## src/rtl/ps2_pkg.sv

```systemverilog
// ps2_pkg: shared types and constants for the PS/2 device-side transmit queue.
//   state_e    : one-hot scheduler states
//   BAT_OK     : power-on self-test pass byte, also the reset value of the
//                "last successfully sent" register
//   RESEND_CMD : host resend command byte (decoded on the receive side)
package ps2_pkg;

  typedef enum logic [4:0] {
    IDLE      = 5'b00001,
    LAUNCH    = 5'b00010,
    WAIT_BUSY = 5'b00100,
    WAIT_DONE = 5'b01000,
    GAP       = 5'b10000
  } state_e;

  localparam logic [7:0] BAT_OK     = 8'hAA;
  localparam logic [7:0] RESEND_CMD = 8'hFE;

endpackage

```

## src/rtl/ps2_tx_queue_if.sv

```systemverilog
// ps2_tx_queue_if: upstream byte handshake plus transmitter-side handshake of
// the PS/2 transmit queue.
//   in_valid/in_data/in_ready : byte push from the scancode encoder
//   flush, resend_req         : queue discard / host resend request pulses
//   tx_ready/tx_finish/tx_abort : transmitter status
//   tx_start/tx_buffer        : launch pulse and byte to the transmitter
//   level, busy, err_drop     : status outputs
// master = encoder/transmitter side, slave = the queue.
interface ps2_tx_queue_if #(
  parameter int DEPTH = 8
);
  localparam int LW = $clog2(DEPTH) + 1;

  logic          in_valid;
  logic [7:0]    in_data;
  logic          in_ready;
  logic          flush;
  logic          resend_req;
  logic          tx_ready;
  logic          tx_finish;
  logic          tx_abort;
  logic          tx_start;
  logic [7:0]    tx_buffer;
  logic [LW-1:0] level;
  logic          busy;
  logic          err_drop;

  modport master (
    output in_valid, in_data, flush, resend_req, tx_ready, tx_finish, tx_abort,
    input  in_ready, tx_start, tx_buffer, level, busy, err_drop
  );

  modport slave (
    input  in_valid, in_data, flush, resend_req, tx_ready, tx_finish, tx_abort,
    output in_ready, tx_start, tx_buffer, level, busy, err_drop
  );
endinterface

```

## src/rtl/ps2_byte_fifo.sv

```systemverilog
// ps2_byte_fifo: show-ahead byte FIFO with synchronous flush.
//   clock_quarter, reset (sync, active-low), flush (empties next cycle)
//   push/din/full  : write side; pushes while full or flushing are ignored
//   pop/dout/empty : read side; dout is the current head
//   level          : occupancy, updated together with the pointers
module ps2_byte_fifo #(
  parameter int DEPTH = 8
) (
  input  logic                     clock_quarter,
  input  logic                     reset,
  input  logic                     flush,
  input  logic                     push,
  input  logic [7:0]               din,
  output logic                     full,
  input  logic                     pop,
  output logic [7:0]               dout,
  output logic                     empty,
  output logic [$clog2(DEPTH):0]   level
);
  localparam int AW = $clog2(DEPTH);
  localparam logic [AW:0]   FULL_LVL = DEPTH[AW:0];
  localparam logic [AW:0]   LVL_ONE  = 1;
  localparam logic [AW-1:0] PTR_ONE  = 1;

  logic [7:0]    mem_q [DEPTH];
  logic [AW-1:0] wr_ptr_q, wr_ptr_d, rd_ptr_q, rd_ptr_d;
  logic [AW:0]   level_q, level_d;
  logic          do_push, do_pop;

  assign full    = (level_q == FULL_LVL);
  assign empty   = (level_q == '0);
  assign do_push = push & ~full & ~flush;
  assign do_pop  = pop & ~empty;
  assign dout    = mem_q[rd_ptr_q];
  assign level   = level_q;

  always_comb begin
    wr_ptr_d = wr_ptr_q;
    rd_ptr_d = rd_ptr_q;
    level_d  = level_q;
    if (flush) begin
      rd_ptr_d = wr_ptr_q;
      level_d  = '0;
    end else begin
      if (do_push) wr_ptr_d = wr_ptr_q + PTR_ONE;
      if (do_pop)  rd_ptr_d = rd_ptr_q + PTR_ONE;
      case ({do_push, do_pop})
        2'b10:   level_d = level_q + LVL_ONE;
        2'b01:   level_d = level_q - LVL_ONE;
        default: level_d = level_q;
      endcase
    end
  end

  always_ff @(posedge clock_quarter) begin
    if (!reset) begin
      wr_ptr_q <= '0;
      rd_ptr_q <= '0;
      level_q  <= '0;
    end else begin
      wr_ptr_q <= wr_ptr_d;
      rd_ptr_q <= rd_ptr_d;
      level_q  <= level_d;
    end
  end

  // Storage carries no reset: contents are only visible through level.
  always_ff @(posedge clock_quarter) begin
    if (do_push) mem_q[wr_ptr_q] <= din;
  end

endmodule

```

## src/rtl/ps2_tx_queue.sv

```systemverilog
// ps2_tx_queue: schedules buffered scancode bytes into the PS/2 device-side
// transmitter with bounded retry on host abort, host resend and frame gap.
//   clock_quarter : quarter-bit clock shared with the transmitter
//   reset         : synchronous, active-low
//   q_if          : handshake bundle (slave side), see ps2_tx_queue_if
//
// state     | meaning
// IDLE      | waiting for a resend request or a queued byte with tx_ready
// LAUNCH    | tx_start high for one cycle, hold presented on tx_buffer
// WAIT_BUSY | waiting for the transmitter to drop tx_ready
// WAIT_DONE | frame on the wire; finish, abort or timeout
// GAP       | inter-frame idle time, then relaunch or return to IDLE
module ps2_tx_queue
  import ps2_pkg::*;
#(
  parameter int DEPTH      = 8,
  parameter int MAX_RETRY  = 3,
  parameter int GAP_CYCLES = 8,
  parameter int TIMEOUT    = 64
) (
  input  logic           clock_quarter,
  input  logic           reset,
  ps2_tx_queue_if.slave  q_if
);
  localparam int TMAX = (TIMEOUT > GAP_CYCLES) ? TIMEOUT : GAP_CYCLES;
  localparam int TW   = (TMAX < 2) ? 1 : $clog2(TMAX);
  localparam int RW   = (MAX_RETRY < 1) ? 1 : $clog2(MAX_RETRY + 1);
  localparam logic [TW-1:0] TO_LOAD   = TW'(TIMEOUT - 1);
  localparam logic [TW-1:0] GAP_LOAD  = TW'(GAP_CYCLES - 1);
  localparam logic [TW-1:0] T_ONE     = 1;
  localparam logic [RW-1:0] RETRY_LIM = RW'(MAX_RETRY);
  localparam logic [RW-1:0] R_ONE     = 1;

  state_e        state_q, state_d;
  logic [7:0]    hold_q, hold_d;
  logic [7:0]    last_sent_q, last_sent_d;
  logic          resend_pend_q, resend_pend_d;
  logic          retry_pend_q, retry_pend_d;
  logic [RW-1:0] retry_cnt_q, retry_cnt_d;
  logic [TW-1:0] timer_q, timer_d;
  logic          err_drop_q, err_drop_d;
  logic          abort;

  logic          fifo_pop, fifo_full, fifo_empty;
  logic [7:0]    fifo_dout;

  ps2_byte_fifo #(.DEPTH(DEPTH)) u_fifo (
    .clock_quarter (clock_quarter),
    .reset         (reset),
    .flush         (q_if.flush),
    .push          (q_if.in_valid),
    .din           (q_if.in_data),
    .full          (fifo_full),
    .pop           (fifo_pop),
    .dout          (fifo_dout),
    .empty         (fifo_empty),
    .level         (q_if.level)
  );

  assign q_if.in_ready  = ~fifo_full;
  assign q_if.tx_start  = (state_q == LAUNCH);
  assign q_if.tx_buffer = hold_q;
  assign q_if.busy      = (state_q != IDLE);
  assign q_if.err_drop  = err_drop_q;

  always_comb begin
    state_d       = state_q;
    hold_d        = hold_q;
    last_sent_d   = last_sent_q;
    resend_pend_d = resend_pend_q | q_if.resend_req;
    retry_pend_d  = retry_pend_q;
    retry_cnt_d   = retry_cnt_q;
    timer_d       = timer_q;
    err_drop_d    = 1'b0;
    fifo_pop      = 1'b0;
    abort         = 1'b0;

    case (state_q)
      IDLE: begin
        if (q_if.tx_ready) begin
          if (resend_pend_q) begin
            hold_d        = last_sent_q;
            // A request arriving in the service cycle stays pending.
            resend_pend_d = q_if.resend_req;
            retry_cnt_d   = '0;
            state_d       = LAUNCH;
          end else if (!fifo_empty) begin
            fifo_pop    = 1'b1;
            hold_d      = fifo_dout;
            retry_cnt_d = '0;
            state_d     = LAUNCH;
          end
        end
      end
      LAUNCH: begin
        state_d = WAIT_BUSY;
        timer_d = TO_LOAD;
      end
      WAIT_BUSY: begin
        if (!q_if.tx_ready) begin
          state_d = WAIT_DONE;
          timer_d = TO_LOAD;
        end else if (timer_q == '0) begin
          abort = 1'b1;
        end else begin
          timer_d = timer_q - T_ONE;
        end
      end
      WAIT_DONE: begin
        if (q_if.tx_abort || timer_q == '0) begin
          abort = 1'b1;
        end else if (q_if.tx_finish) begin
          last_sent_d = hold_q;
          state_d     = GAP;
          timer_d     = GAP_LOAD;
        end else begin
          timer_d = timer_q - T_ONE;
        end
      end
      GAP: begin
        if (timer_q == '0) begin
          if (retry_pend_q) begin
            retry_pend_d = 1'b0;
            state_d      = LAUNCH;
          end else begin
            state_d = IDLE;
          end
        end else begin
          timer_d = timer_q - T_ONE;
        end
      end
      default: state_d = IDLE;
    endcase

    // Abort from either wait state: retry while budget remains, else drop.
    if (abort) begin
      state_d = GAP;
      timer_d = GAP_LOAD;
      if (retry_cnt_q < RETRY_LIM) begin
        retry_cnt_d  = retry_cnt_q + R_ONE;
        retry_pend_d = 1'b1;
      end else begin
        err_drop_d   = 1'b1;
        retry_pend_d = 1'b0;
      end
    end
  end

  always_ff @(posedge clock_quarter) begin
    if (!reset) begin
      state_q       <= IDLE;
      hold_q        <= BAT_OK;
      last_sent_q   <= BAT_OK;
      resend_pend_q <= 1'b0;
      retry_pend_q  <= 1'b0;
      retry_cnt_q   <= '0;
      timer_q       <= '0;
      err_drop_q    <= 1'b0;
    end else begin
      state_q       <= state_d;
      hold_q        <= hold_d;
      last_sent_q   <= last_sent_d;
      resend_pend_q <= resend_pend_d;
      retry_pend_q  <= retry_pend_d;
      retry_cnt_q   <= retry_cnt_d;
      timer_q       <= timer_d;
      err_drop_q    <= err_drop_d;
    end
  end

endmodule
```

## src/flat_wrapper.sv

```systemverilog
// flat-port wrapper written by rule: the top's interface ports become plain ports
module ps2_tx_queue_flat import ps2_pkg::*;
#(
  parameter int DEPTH      = 8,
  parameter int MAX_RETRY  = 3,
  parameter int GAP_CYCLES = 8,
  parameter int TIMEOUT    = 64
)
  (clock_quarter, reset, q_if_in_valid, q_if_in_data, q_if_flush, q_if_resend_req, q_if_tx_ready, q_if_tx_finish, q_if_tx_abort, q_if_in_ready, q_if_tx_start, q_if_tx_buffer, q_if_level, q_if_busy, q_if_err_drop);
  ps2_tx_queue_if #(.DEPTH(DEPTH)) q_if_i ();
  input  logic clock_quarter;
  input  logic reset;
  input wire logic [$bits(q_if_i.in_valid)-1:0] q_if_in_valid;
  input wire logic [$bits(q_if_i.in_data)-1:0] q_if_in_data;
  input wire logic [$bits(q_if_i.flush)-1:0] q_if_flush;
  input wire logic [$bits(q_if_i.resend_req)-1:0] q_if_resend_req;
  input wire logic [$bits(q_if_i.tx_ready)-1:0] q_if_tx_ready;
  input wire logic [$bits(q_if_i.tx_finish)-1:0] q_if_tx_finish;
  input wire logic [$bits(q_if_i.tx_abort)-1:0] q_if_tx_abort;
  output wire logic [$bits(q_if_i.in_ready)-1:0] q_if_in_ready;
  output wire logic [$bits(q_if_i.tx_start)-1:0] q_if_tx_start;
  output wire logic [$bits(q_if_i.tx_buffer)-1:0] q_if_tx_buffer;
  output wire logic [$bits(q_if_i.level)-1:0] q_if_level;
  output wire logic [$bits(q_if_i.busy)-1:0] q_if_busy;
  output wire logic [$bits(q_if_i.err_drop)-1:0] q_if_err_drop;
  assign q_if_i.in_valid = q_if_in_valid;
  assign q_if_i.in_data = q_if_in_data;
  assign q_if_i.flush = q_if_flush;
  assign q_if_i.resend_req = q_if_resend_req;
  assign q_if_i.tx_ready = q_if_tx_ready;
  assign q_if_i.tx_finish = q_if_tx_finish;
  assign q_if_i.tx_abort = q_if_tx_abort;
  assign q_if_in_ready = q_if_i.in_ready;
  assign q_if_tx_start = q_if_i.tx_start;
  assign q_if_tx_buffer = q_if_i.tx_buffer;
  assign q_if_level = q_if_i.level;
  assign q_if_busy = q_if_i.busy;
  assign q_if_err_drop = q_if_i.err_drop;
  ps2_tx_queue #(.DEPTH(DEPTH), .MAX_RETRY(MAX_RETRY), .GAP_CYCLES(GAP_CYCLES), .TIMEOUT(TIMEOUT)) u_core (.clock_quarter(clock_quarter), .reset(reset), .q_if(q_if_i));
endmodule
```

## config.mk

```make
export PLATFORM = sky130hd
export DESIGN_NAME = ps2_tx_queue_flat
export DESIGN_NICKNAME = d
export VERILOG_FILES = /design/src/rtl/ps2_pkg.sv /design/src/rtl/ps2_tx_queue_if.sv /design/src/rtl/ps2_byte_fifo.sv /design/src/rtl/ps2_tx_queue.sv /design/src/flat_wrapper.sv
export SDC_FILE = /design/constraint.sdc
export NUM_CORES = 1
export LEC_CHECK = 0
export ABC_AREA = 1
export BUFFER_PORTS_ARGS = -buffer_cell sky130_fd_sc_hd__buf_2
export CORE_ASPECT_RATIO = 1.75
export CORE_MARGIN = 1.5
export CORE_UTILIZATION = 57
export CTS_CLUSTER_SIZE = 10
export DETAILED_ROUTE_END_ITERATION = 6
export PLACE_DENSITY_LB_ADDON = 0.05
export SLEW_MARGIN = 0
export SYNTH_ARGS = -nofsm -noshare
export SYNTH_HDL_FRONTEND = slang
export SYNTH_SLANG_ARGS = --single-unit
```

## constraint.sdc

```tcl
create_clock -name clock_quarter -period 3.25 [get_ports clock_quarter]
set_input_delay 0.325 -clock clock_quarter [delete_from_list [all_inputs] [get_ports clock_quarter]]
set_output_delay 0.325 -clock clock_quarter [all_outputs]
set_load 0.05 [all_outputs]
```

# Word level (Yosys, flattened, before mapping)
# Memories as Yosys holds them, arrays and structs flattened. A register that Yosys moved wholly into a read port is not among the register bits.
# Index checks and enable logic that the tools add are counted.
dict set report word_totals {
  regBits 42
  mem_bits_rw 64
  in_bits 16
  out_inout_bits 16
  word_cells 119
  mem_count 1
}
dict set report op_classes {
  addsub 6
  magnitude_cmp 1
  n_eq_ne 22
  mux 47
  bitwise_logic 9
  n_reduce_logical 20
}
# name words width read_ports rd_clocked_by_memory_dff write_ports line_no
set mem_list {}
lappend mem_list {u_core.u_fifo.mem_q 8 8 1 1 1 ps2_byte_fifo.sv:25} ;# logic [7:0] mem_q [DEPTH];
# op n
set op_table {}
lappend op_table {{$mux 5} 8}
lappend op_table {{$pmux 5 s5} 1}
lappend op_table {{$mux 6} 4}
lappend op_table {{$pmux 6 s4} 1}
lappend op_table {{$mux 1} 17}
lappend op_table {{$mux 8} 2}
lappend op_table {{$mux 3} 5}
lappend op_table {{$ne 3x2->1 const B} 5}
lappend op_table {{$mux 2} 7}
lappend op_table {{$reduce_and 6->1} 2}
lappend op_table {{$reduce_and 2->1} 5}
lappend op_table {{$ne 2x2->1 const B} 4}
lappend op_table {{$pmux 4 s2} 1}
lappend op_table {{$reduce_bool 2->1} 4}
lappend op_table {{$add 3x1->3 const B} 2}
lappend op_table {{$logic_not 6->1} 1}
lappend op_table {{$reduce_and 3->1} 2}
lappend op_table {{$sub 6x1->6 const B} 1}
lappend op_table {{$eq 5x1->1 const B} 1}
lappend op_table {{$eq 5x2->1 const B} 1}
lappend op_table {{$eq 5x3->1 const B} 1}
lappend op_table {{$eq 5x4->1 const B} 1}
lappend op_table {{$eq 5x5->1 const B} 1}
lappend op_table {{$ne 5x1->1 const B} 1}
lappend op_table {{19 further kinds} 27}

# Longest topological paths before layout
dict set report logic_depth {
  depth_word 10
  depth_mapped 11
  ltp_nobuf 11
}

# Cells and area by module
# A second synthesis with hierarchy kept.
dict set report hier_totals {
  cells_unflattened 530
  hier_area_um2 4954.8
}
# mod instances cells_per_inst area_per_inst_um2 seq_area_each_um2
set modules_own_cells {}
lappend modules_own_cells {ps2_byte_fifo 1 303 3266.9 2182.1}
lappend modules_own_cells {ps2_tx_queue 1 227 1687.9 640.6}

# Least setup slack after synthesis
# Ideal clock, no wire load.
dict set report synth_timing {
  path_kind {reg-to-reg}
  startpoint {reg u_core.u_fifo.level_q[0] (netlist: u_core.u_fifo.level[0])}
  endpoint {reg u_core.u_fifo.level_q[3] (netlist: u_core.u_fifo.level[3])}
  setup_time_ns 0.070
  t_arrival_ns 2.598
  t_required_ns 3.180
  slack_ns 0.582
  path_stages_with_launch 11
  path_buffers 0
  period_less_slack_ns 2.668
  path_cell_list {dfxtp_1 nor2_1 nand3_1 nand3_1 ha_1 ha_1 a21oi_1 nand2_1 xnor2_1 nand2_1 a21oi_1}
}
dict set report synth_via {
  elab_cells_between_ends 17
  classes_between {add/sub (2); eq/ne (3); mux (5); bitwise (5); reduce/logical (2)}
}
# item line_no
set synth_rtl {}
lappend synth_rtl {{start: declaration} ps2_byte_fifo.sv:27} ;# logic [AW:0] level_q, level_d;
lappend synth_rtl {{start signal: assignment} ps2_byte_fifo.sv:63} ;# level_q <= level_d;
lappend synth_rtl {{$eq 4x4->1 *} ps2_byte_fifo.sv:30} ;# assign full = (level_q == FULL_LVL);
lappend synth_rtl {{$not 1->1 *} n/a}
lappend synth_rtl {{via q_if_in_ready} flat_wrapper.sv:20} ;# output wire logic [$bits(q_if_i.in_ready)-1:0] q_if_in_ready;
lappend synth_rtl {{$and 1x1->1 * (2 in series)} ps2_byte_fifo.sv:32} ;# assign do_push = push & ~full & ~flush;
lappend synth_rtl {{$eq 2x1->1 or $eq 2x2->1 (tied branches)} ps2_byte_fifo.sv:47} ;# case ({do_push, do_pop})
lappend synth_rtl {{$pmux 4 s2 or $reduce_bool 2->1 (tied branches)} n/a}
# The timed path passes the listed nets; every way through them passes the cells marked *.
# A chain may end at the register's enable or synchronous reset.

# Worst setup path after layout
dict set report layout_timing {
  startpoint {reg u_core.state_q[2]}
  endpoint {reg u_core.u_fifo.level_q[2] (netlist: u_core.u_fifo.level[2])}
}
dict set report layout_via {
  elab_chain_len 5
  elab_cells_between_ends 7
  classes_between {eq/ne (3); mux (2); bitwise (1); reduce/logical (1)}
}
# item line_no
set layout_lines {}
lappend layout_lines {{start: declaration} ps2_tx_queue.sv:34} ;# state_e state_q, state_d;
lappend layout_lines {{start signal: assignment} ps2_tx_queue.sv:160} ;# state_q <= state_d;
lappend layout_lines {{$eq 5x1->1 *} ps2_tx_queue.sv:78} ;# case (state_q)
lappend layout_lines {{$mux 1 *} ps2_tx_queue.sv:78}
lappend layout_lines {{$and 1x1->1 *} ps2_byte_fifo.sv:33} ;# assign do_pop = pop & ~empty;
lappend layout_lines {{$eq 2x1->1 or $eq 2x2->1 (tied branches)} ps2_byte_fifo.sv:47}
lappend layout_lines {{$pmux 4 s2 or $reduce_bool 2->1 (tied branches)} n/a}
# Mark *: on every way between the ends. The rest lies on a longest branch, timed or not.

==> out/metrics.csv <==
stage,metric,value,unit
layout,area grow syn2layout,11.9,%
worst_setup_path,R2R Path Start,u_core.state_q[2]$_SDFFE_PP0P_,
clock_network,CTS Hold Bufs,0,
yosys,Synth Instances,504,
yosys,synthesized flop and latch total,109,
yosys,Post-synth ARST share,0,%
routing,Vias/cell,5.69,
clock_network,H-Tree Depth,3,
worst_setup_path,reg2reg path depth,9,
global_routing,Tot GR Track Use,25.0,%
sta,fin crit period,2.33,ns
sta,Hold Slack,0.219,ns
global_routing,antenna violations before repair,0,
global_routing,met2 Use GR,49.2,%
flow_run,MaxCap Viol Count,0,
layout,# fillers,689,
routing,First-pass DRT Iterations,5,
worst_setup_path,Crit. End Element,flop,
yosys,"Distinct cells, synth",33,
outcome,status,"finished, final reports clean",
sta,Final setup viols,0,
floorplanning,Initial Util,59.3,%
layout,Layout Nets,565,
worst_setup_path,Worst Setup Path Type,reg2reg,
routing,final wirelength,10.4,mm
power,worst vdd ir,0.000471,V
sta,RSZ-0062 raised after global routing,false,
yosys,Post-synth EDFFs,64,
sta,"Period Utilization, post-route",71.7,%
layout,final design utilization,66.4,%
placement,DP Wirelength,7.41,mm
routing,Antenna Violating Nets Remaining,0,
yosys,Synth top area share,40.4,%
worst_hold_path,hold endpoint,u_core.resend_pend_q$_SDFF_PN0_,
routing,via count,3616,
sta,post-route setup slack,0.920,ns
sta,Slew HR,36.7,%
placement,Final Wtd Congestion,0.977,
routing,DRC,0,
yosys,syn_nets,529,
yosys,Yosys warning count,0,
clock_network,PostCTS Resize Cnt,0,
global_routing,layer with the highest usage,met2,
clock_network,CTS buffer count,9,
power,P per Cell Area,660,nW/µm²
yosys,dominant synthesized flop cell,edfxtp_1,
worst_hold_path,Worst Hold Launch,q_if_resend_req,
clock_network,Worst-path clk slew,0.07,ns
floorplanning,num ports,32,
sta,FMAX,429,MHz
clock_network,setup bufs post-CTS,0,
clock_network,Root Buffer,clkbuf_16,
power,Leak,2.13,nW
yosys,sequential fraction of the synthesis area,59.4,%
clock_network,clk sinks,109,
worst_setup_path,CP Data Arrival Time,2.57,ns
worst_setup_path,Worst EP required,3.49,ns
sta,setup tns final,0,ns
sta,worst slew pin tran,0.948,ns
clock_network,CTS tree,done,
yosys,most instantiated cells after synthesis,"100 x nand2_1, 64 x edfxtp_1, 54 x nor2_1",
sta,max-slew violations,0,
worst_setup_path,crit start category,flop,
worst_hold_path,Hold Path Class,in2reg,
worst_setup_path,reg2reg end,u_core.u_fifo.level[2]$_SDFFE_PP0P_,
floorplanning,Die Span X,72.1,µm
clock_network,CTS max path bufs,2,
yosys,synth top area cells,"edfxtp_1 40%, dfxtp_1 19%, nand2_1 7.9%",
placement,Port Buffer Count,31,
floorplanning,Die Ht,124,µm
routing,routed wire length per instance,16.4,µm
yosys,most instantiated library cell after synthesis,nand2_1,
worst_setup_path,maximum fanout along the worst path,5,
global_routing,routing usage on met3,3.88,%
yosys,Syn Area/Cell,9.44,µm²
sta,Hold Fails Final Rpt,0,
layout,diode count,0,
floorplanning,Core Area,8020,µm²
yosys,Synth area leader,edfxtp_1,
sta,Layout Skew,0.00826,ns
layout,share of cells above drive strength 1,13.4,%
worst_setup_path,reg-to-reg setup timing slack,0.92,ns
floorplanning,Die ar.,8920,µm²
yosys,Syn Std Cell Area,4760,µm²
floorplanning,FP Rows,43,
global_routing,"Remaining Overflow, GRT",0,
global_routing,vias in the first global route,3535,
global_routing,first-pass GRT wire length,16.4,mm
routing,Initial DRC Count,206,
global_routing,met1 Resource Use GR,25.1,%
worst_hold_path,Hold Crit Depth,3,
clock_network,Skew-Pair Late Insertion Delay,0.35,ns
global_routing,largest net degree at the start of global routing,34,
placement,worst slack at placement,0.912,ns
sequential cells by signal (all words and copies together) (netlist names), named ones only:
register and flops:
u_core.q_if.tx_buffer 8, u_core.state_q 5, u_core.retry_pend_q 1, u_core.u_fifo.wr_ptr_q 3
u_core.u_fifo.level 4, u_core.u_fifo.rd_ptr_q 3, u_core.resend_pend_q 1, u_core.q_if.err_drop 1
u_core.last_sent_q 8, u_core.retry_cnt_q 2, u_core.u_fifo.mem_q 64, u_core.timer_q 6
cells in the final DEF (no fill, tap or decap), types with 2 or more instances in the layout:
cell / instances
inv_1: 35
xor2_1: 4
clkbuf_16: 9
o21ai_0: 35
nand2_1: 100
dfxtp_1: 45
a21oi_1: 35
nand3_2: 2
inv_2: 6
edfxtp_1: 64
o22ai_1: 10
clkinvlp_4: 2
nand3_1: 53
nor2_1: 54
o211ai_1: 5
o21ai_1: 3
xnor2_1: 4
buf_2: 31
buf_4: 7
a31oi_1: 2
nor3_1: 5
nand4_1: 6
inv_6: 2
ha_1: 8
nor2_2: 4
clkinv_1: 2
nand2_4: 2
final cells by class:
type,instances,area (µm²),area share [%]
repair buffers,38,208,3.90
multi-input cells,340,1720,32.4
well taps,90,113,2.12
clock inverters,7,71.3,1.34
flip-flops and latches,109,2820,53.1
clock buffers,9,225,4.23
inverters,42,158,2.96
worst max-delay path: stages, from the launching register on:
cell and delay (ns):
dfxtp_1 0.33, nor2_1 0.23, nand3_1 0.23, nor2_1 0.35, ha_1 0.31, inv_1 0.08
fa_1 0.37, xnor2_1 0.13, o21ai_0 0.14, inv_1 0.05
metrics by stage:
stage / power [mW] / std cells / instance area (µm²)
floorplan: 2.27 / 504 / 4760
global placement: 2.46 / 619 / 5020
detailed placement: 2.47 / 619 / 5020
CTS: 3.52 / 635 / 5320
global route: 3.67 / 635 / 5320
finish: 3.51 / 635 / 5320
power by group:
group / internal [mW] / switching [mW] / leakage, nW
Combinational: 0.249 / 0.600 / 1.04
Clock: 0.598 / 0.469 / 0.140
Sequential: 1.54 / 0.0601 / 0.944
Total: 2.38 / 1.13 / 2.13
cell families after synthesis:
group	synth area share, %
xor+xnor	1.47
compound gates	10.6
simple gates	21.7
fa+ha+maj	2.53
buf+inv	4.42
flops	59.4
routing by layer:
| layer | up-vias | wire (µm) | share of wire [%] |
|---|---|---|---|
| li1 | 1805 | - | - |
| met2 | 101 | 6010 | 58 |
| met5 | - | 0 | 0 |
| met4 | 0 | 227 | 2.2 |
| met3 | 18 | 422 | 4.0 |
| met1 | 1692 | 3770 | 36 |
worst max-delay path by stage:
stage | start | end | slack, ns
after global placement | u_core.state_q[2]$_SDFFE_PP0P_ | u_core.u_fifo.level[2]$_SDFFE_PP0P_ | 0.96
final | u_core.state_q[2]$_SDFFE_PP0P_ | u_core.u_fifo.level[2]$_SDFFE_PP0P_ | 0.92
after CTS | u_core.state_q[2]$_SDFFE_PP0P_ | u_core.u_fifo.level[3]$_SDFFE_PP0P_ | 0.90
after global routing | u_core.state_q[2]$_SDFFE_PP0P_ | u_core.u_fifo.level[3]$_SDFFE_PP0P_ | 0.62
after detailed placement | u_core.state_q[2]$_SDFFE_PP0P_ | u_core.u_fifo.level[2]$_SDFFE_PP0P_ | 0.91
after floorplan | u_core.u_fifo.level[0]$_SDFFE_PP0P_ | u_core.u_fifo.level[3]$_SDFFE_PP0P_ | 0.58
No activity file was read; power rests on OpenSTA's default activity.
